## config.mk

```make
export PLATFORM = sky130hd
export DESIGN_NAME = stream_upsizer
export DESIGN_NICKNAME = d
export VERILOG_FILES = /design/src/rtl/stream_upsizer_pkg.sv /design/src/rtl/stream_upsizer.sv
export SDC_FILE = /design/constraint.sdc
export NUM_CORES = 1
export LEC_CHECK = 0
export BUFFER_PORTS_ARGS = -buffer_cell sky130_fd_sc_hd__buf_4
export CAP_MARGIN = 10
export CORE_MARGIN = 4
export CORE_UTILIZATION = 50
export DETAILED_ROUTE_END_ITERATION = 16
export PLACE_DENSITY = 0.72
export SYNTH_ARGS = -nofsm -noshare
export SYNTH_HDL_FRONTEND = slang
export SYNTH_SLANG_ARGS = --single-unit
```

## constraint.sdc

```tcl
create_clock -name clk -period 5.3 [get_ports clk]
set_input_delay 0 -clock clk [delete_from_list [all_inputs] [get_ports clk]]
set_output_delay 0 -clock clk [all_outputs]
set_load 0.005 [all_outputs]
```

## src/rtl/stream_upsizer_pkg.sv

```systemverilog
// rtl/stream_upsizer_pkg.sv - shared stream helpers: default widths, counter sizing, lane offsets
package stream_upsizer_pkg;

    localparam int DEFAULT_DATA_WIDTH = 8;
    localparam int DEFAULT_RATIO      = 4;

    function automatic int clog2(input int value);
        int r;
        r = 0;
        for (int i = 0; i < 31; i++) begin
            if ((int'(1) << i) < value) begin
                r = i + 1;
            end
        end
        return r;
    endfunction

    function automatic int lane_offset(input int lane, input int lane_w);
        return lane * lane_w;
    endfunction

endpackage

```

## src/rtl/stream_upsizer.sv

```systemverilog
// rtl/stream_upsizer.sv - packs RATIO narrow ready/valid beats into one wide word, last flushes early
module stream_upsizer
    import stream_upsizer_pkg::*;
#(
    parameter int DATA_WIDTH = DEFAULT_DATA_WIDTH,
    parameter int RATIO      = DEFAULT_RATIO
) (
    input  logic                          clk,
    input  logic                          reset,
    input  logic                          valid_in,
    input  logic [DATA_WIDTH-1:0]         data_in,
    input  logic                          last_in,
    output logic                          ready_out,
    output logic                          valid_out,
    output logic [DATA_WIDTH*RATIO-1:0]   data_out,
    output logic [RATIO-1:0]              keep_out,
    output logic                          last_out,
    input  logic                          ready_in
);

    localparam int LANE_W = DATA_WIDTH;
    localparam int WORD_W = DATA_WIDTH * RATIO;
    localparam int CNT_W  = clog2(RATIO);
    localparam logic [CNT_W-1:0] LAST_LANE = CNT_W'(RATIO - 1);

    logic [CNT_W-1:0]  cnt_q, cnt_d;
    logic [WORD_W-1:0] acc_q, acc_d;
    logic [RATIO-1:0]  mask_q, mask_d;
    logic [WORD_W-1:0] out_data_q, out_data_d;
    logic [RATIO-1:0]  out_keep_q, out_keep_d;
    logic              out_last_q, out_last_d;
    logic              out_valid_q, out_valid_d;

    logic [WORD_W-1:0] acc_merged;
    logic [RATIO-1:0]  mask_merged;
    logic              beat_fire;
    logic              word_fire;
    logic              complete;

    // Stall only while a word is held and not being taken this cycle.
    assign ready_out = ~reset & (~out_valid_q | ready_in);
    assign beat_fire = valid_in & ready_out;
    assign word_fire = out_valid_q & ready_in;
    assign complete  = beat_fire & ((cnt_q == LAST_LANE) | last_in);

    always_comb begin
        acc_merged = acc_q;
        mask_merged = mask_q;
        acc_merged[lane_offset(int'(cnt_q), LANE_W) +: LANE_W] = data_in;
        mask_merged[cnt_q] = 1'b1;
    end

    always_comb begin
        cnt_d       = cnt_q;
        acc_d       = acc_q;
        mask_d      = mask_q;
        out_data_d  = out_data_q;
        out_keep_d  = out_keep_q;
        out_last_d  = out_last_q;
        out_valid_d = out_valid_q;

        if (beat_fire) begin
            if (complete) begin
                cnt_d  = '0;
                acc_d  = '0;
                mask_d = '0;
            end else begin
                cnt_d  = cnt_q + 1'b1;
                acc_d  = acc_merged;
                mask_d = mask_merged;
            end
        end

        // A completing beat reloads the output even while it drains, so no bubble appears.
        if (complete) begin
            out_data_d  = acc_merged;
            out_keep_d  = mask_merged;
            out_last_d  = last_in;
            out_valid_d = 1'b1;
        end else if (word_fire) begin
            out_valid_d = 1'b0;
        end
    end

    always_ff @(posedge clk) begin
        if (reset) begin
            cnt_q       <= '0;
            acc_q       <= '0;
            mask_q      <= '0;
            out_data_q  <= '0;
            out_keep_q  <= '0;
            out_last_q  <= 1'b0;
            out_valid_q <= 1'b0;
        end else begin
            cnt_q       <= cnt_d;
            acc_q       <= acc_d;
            mask_q      <= mask_d;
            out_data_q  <= out_data_d;
            out_keep_q  <= out_keep_d;
            out_last_q  <= out_last_d;
            out_valid_q <= out_valid_d;
        end
    end

    assign valid_out = out_valid_q;
    assign data_out  = out_data_q;
    assign keep_out  = out_keep_q;
    assign last_out  = out_last_q;

endmodule

```

==> results.sh <==
export IMPL_status="completed"
export IMPL_p_sw_share_pct=26.0
export IMPL_synth_seq_cells=76
export IMPL_min_path_type="primary input to flop"
export IMPL_drive_gt1_share_pct=20.8
export IMPL_first_global_vias=2685
export IMPL_io_buffers=51
export IMPL_tightest_slew_ns=0.831
export IMPL_cts_htree_levels=3
export IMPL_clkLatencyLatePin_ns=0.35
export IMPL_synth_edf_count=0
export IMPL_synth_fp_nets=345
export IMPL_place_ws_ns=2.97
export IMPL_gp_congestion=0.839
export IMPL_rsz0062_at_grt="no"
export IMPL_die_x_um=88.9
export IMPL_clkPwrFrac_pct=34.4
export IMPL_finalSetupViolations=0
export IMPL_syn_area_per_cell_um2=10.1
export IMPL_worstPathMaxFanout=22
export IMPL_dr_pass1_iters=5
export IMPL_antenna_found_initial=0
export IMPL_clk_pin_slew_worst_paths_ns=0.07
export IMPL_area_growth_pct=18.8
export IMPL_cts_tree="yes"
export IMPL_die_h_um=88.9
export IMPL_cp_slowest_cell="nor3_4"
export IMPL_ctsRootBufferMaster="clkbuf_8"
export IMPL_drcViolationCount=0
export IMPL_synthCells=324
export IMPL_stdcell_area_um2=3890
export IMPL_instances_no_fill=448
export IMPL_dpl_cell_count=424
export IMPL_cp_slowest_stage_delay_ns=0.66
export IMPL_coreArea_um2=6350
export IMPL_synth_async_sr_flop_share_pct=0
export IMPL_hpwl_um=5530
export IMPL_cellLeakagePower_nw=1.39
export IMPL_post_cts_resized=0
export IMPL_grt_max_degree=50
export IMPL_fin_skew_ns=0.00939
export IMPL_row_count=29
export IMPL_wirelength_um=8660
export IMPL_setup_tns_ns=0
export IMPL_wl_per_cell_um=19.3
export IMPL_nFillCells=532
export IMPL_ios=52
export IMPL_endpoint_kind="flop"
export IMPL_crit_chain="ha_1 -> nor2_1 -> nor3_4 -> buf_4 -> a311oi_1"
export IMPL_power_switching_w=0.000295
export IMPL_grt_remaining_overflow=0
export IMPL_grt_pass1_wl_um=13800
export IMPL_required_ns=5.51
export IMPL_fmax_mhz=422
export IMPL_start_util_pct=51.5
export IMPL_final_nets=388
export IMPL_max_slew_margin_pct=44.4
export IMPL_intPower_w=0.000843
export IMPL_hold_viol=0
export IMPL_dpl_cell_area_um2=3630
export IMPL_cts_num_sinks=76
export IMPL_p_seq_share_pct=52.8
export IMPL_drt_iter0_markers=244
export IMPL_synth_cell_types=41
export IMPL_cts_max_path_buffers=2
export IMPL_vias=2878
export IMPL_irDropWorstVdd_uv=177
export IMPL_netlist_area_um2=3270
export IMPL_comb_power_share_pct=12.8
export IMPL_grt_use_total_pct=23.1
export IMPL_synth_seq_area_share_pct=46.5
export IMPL_avgViaCountPerCell=6.42
export IMPL_ant_nets=0
export IMPL_cts_setup_buffers=0
export IMPL_path_class="flop to flop"
export IMPL_yosys_warnings=0
export IMPL_cp_start_kind="flop"
export IMPL_drv_slew=0
export IMPL_diodes=0
export IMPL_fin_crit_ns=2.37
export IMPL_worstPathArrival_ns=2.58
export IMPL_cts_made_buffers=9
export IMPL_die_area_um2=7900
export IMPL_ys_flop_type="dfxtp_1"
export IMPL_p_per_area_nw_per_um2=293
export IMPL_fin_crit_sh_pct=44.7
export IMPL_drv_cap=0
export IMPL_worst_slack_ns=2.93
[cell usage in the layout, fill, tap and decap left out, types with 3 or more instances in the layout]
cell type,Yosys,final
inv_1,7,7
a21oi_1,9,9
o2bb2ai_1,6,6
a311oi_1,9,9
a32o_1,18,18
a31oi_1,39,39
a211oi_1,27,27
dlygate4sd3_1,0,9
clkbuf_8,0,11
or3_1,4,4
nor3_1,3,3
a22oi_1,3,3
nor2_1,7,7
ha_1,8,8
and2_1,3,3
nand3_1,9,9
a32oi_1,13,13
a31oi_2,4,4
nor2b_1,10,9
buf_4,6,56
nand2_1,9,9
dfxtp_1,76,76
a22o_1,8,8
[registers in the layout (all words and copies together) (netlist names)]
register   flops
acc_q         32
mask_q         4
cnt_q          2
keep_out       4
last_out       1
data_out      32
valid_out      1
[per-layer routing]
| layer | share of wire (%) | global-route usage, % | vias to the layer above | wire length, µm |
|---|---|---|---|---|
| met3 | 8.4 | 4.93 | 14 | 731 |
| met4 | 2.1 | 10.9 | 0 | 184 |
| met5 | 0 | 0 | - | 0 |
| li1 | - | - | 1380 | - |
| met2 | 47 | 35.4 | 135 | 4060 |
| met1 | 43 | 31.0 | 1349 | 3690 |
[cells in the mapped netlist, types with 8 or more instances]
library cell	instances	area (µm²)
a22o_1	8	70.1
clkbuf_1	13	48.8
buf_2	12	60.1
dfxtp_1	76	1520
nand3_1	9	45.0
a32o_1	18	180
a311oi_1	9	78.8
a21oi_1	9	45.0
nor2b_1	10	62.6
ha_1	8	100
a32oi_1	13	114
a31oi_1	39	244
nand2_1	9	33.8
a211oi_1	27	203
[through the flow]
| stage | total power (W) | hold WS, ns | util [%] |
|---|---|---|---|
| after floorplan | 0.000695 | 0.110 | - |
| final | 0.00114 | 0.160 | 61.2 |
| after global routing | 0.00118 | 0.163 | 61.2 |
| after CTS | 0.00114 | 0.131 | 61.2 |
| after global placement | 0.000752 | 0.259 | 57.1 |
| after detailed placement | 0.000754 | 0.277 | 57.1 |
[cell type report]
class / count / area [µm²] / area share (%)
Sequential cell: 76 / 1520 / 39.2
Clock buffer: 13 / 159 / 4.09
Timing Repair Buffer: 65 / 510 / 13.1
Tap cell: 77 / 96.3 / 2.48
Multi-Input combinational cell: 208 / 1560 / 40.2
Clock inverter: 2 / 10.0 / 0.258
Inverter: 7 / 26.3 / 0.676
[repair_timing]
| action | 4_1_cts | 5_1_grt |
|---|---|---|
| hold buffers | 9 | 0 |
| hold endpoints to repair | 25 | 0 |
| endpoints found under the setup margin | 0 | 0 |
[worst max-delay path: cells and delay by family, from the launching register on]
family                     cells  cell delay (ns)
buffers and inverters          1             0.40
and+or+nand+nor                2             0.81
DFF                            1             0.54
AOI/OAI and AO/OA              1             0.12
adders and majority gates      1             0.35
[final timing paths]
check                                from           end  slack [ns]  depth (start not counted)
worst min-delay path                reset      cnt_q[1]        0.16                          2
worst min register to register  acc_q[11]     acc_q[11]        0.47                          1
worst max-delay path             cnt_q[0]  data_out[17]        2.93                          5
worst max register to register   cnt_q[0]  data_out[17]        2.93                          5
[logic make-up (layout without fill, tap and decap cells)]
logic type | Yosys count | count (layout) | synth area share [%]
AO/OA/AOI/OAI | 140 | 140 | 33.3
adder cells (fa/ha/maj) | 8 | 8 | 3.06
buffers and inverters | 40 | 87 | 5.97
flip-flops | 76 | 76 | 46.5
AND/OR/NAND/NOR | 60 | 60 | 11.2
[power by group through the flow]
stage / logic, W / clock network [W] / registers, W
final: 0.000146 / 0.000391 / 0.000601
after global routing: 0.000159 / 0.000419 / 0.000603
after CTS: 0.000146 / 0.000396 / 0.000601
after detailed placement: 0.000140 / 0 / 0.000614
after global placement: 0.000139 / 0 / 0.000614
after floorplan: 0.0000818 / 0 / 0.000613
Note: power is estimated with default switching activity, not from simulation.
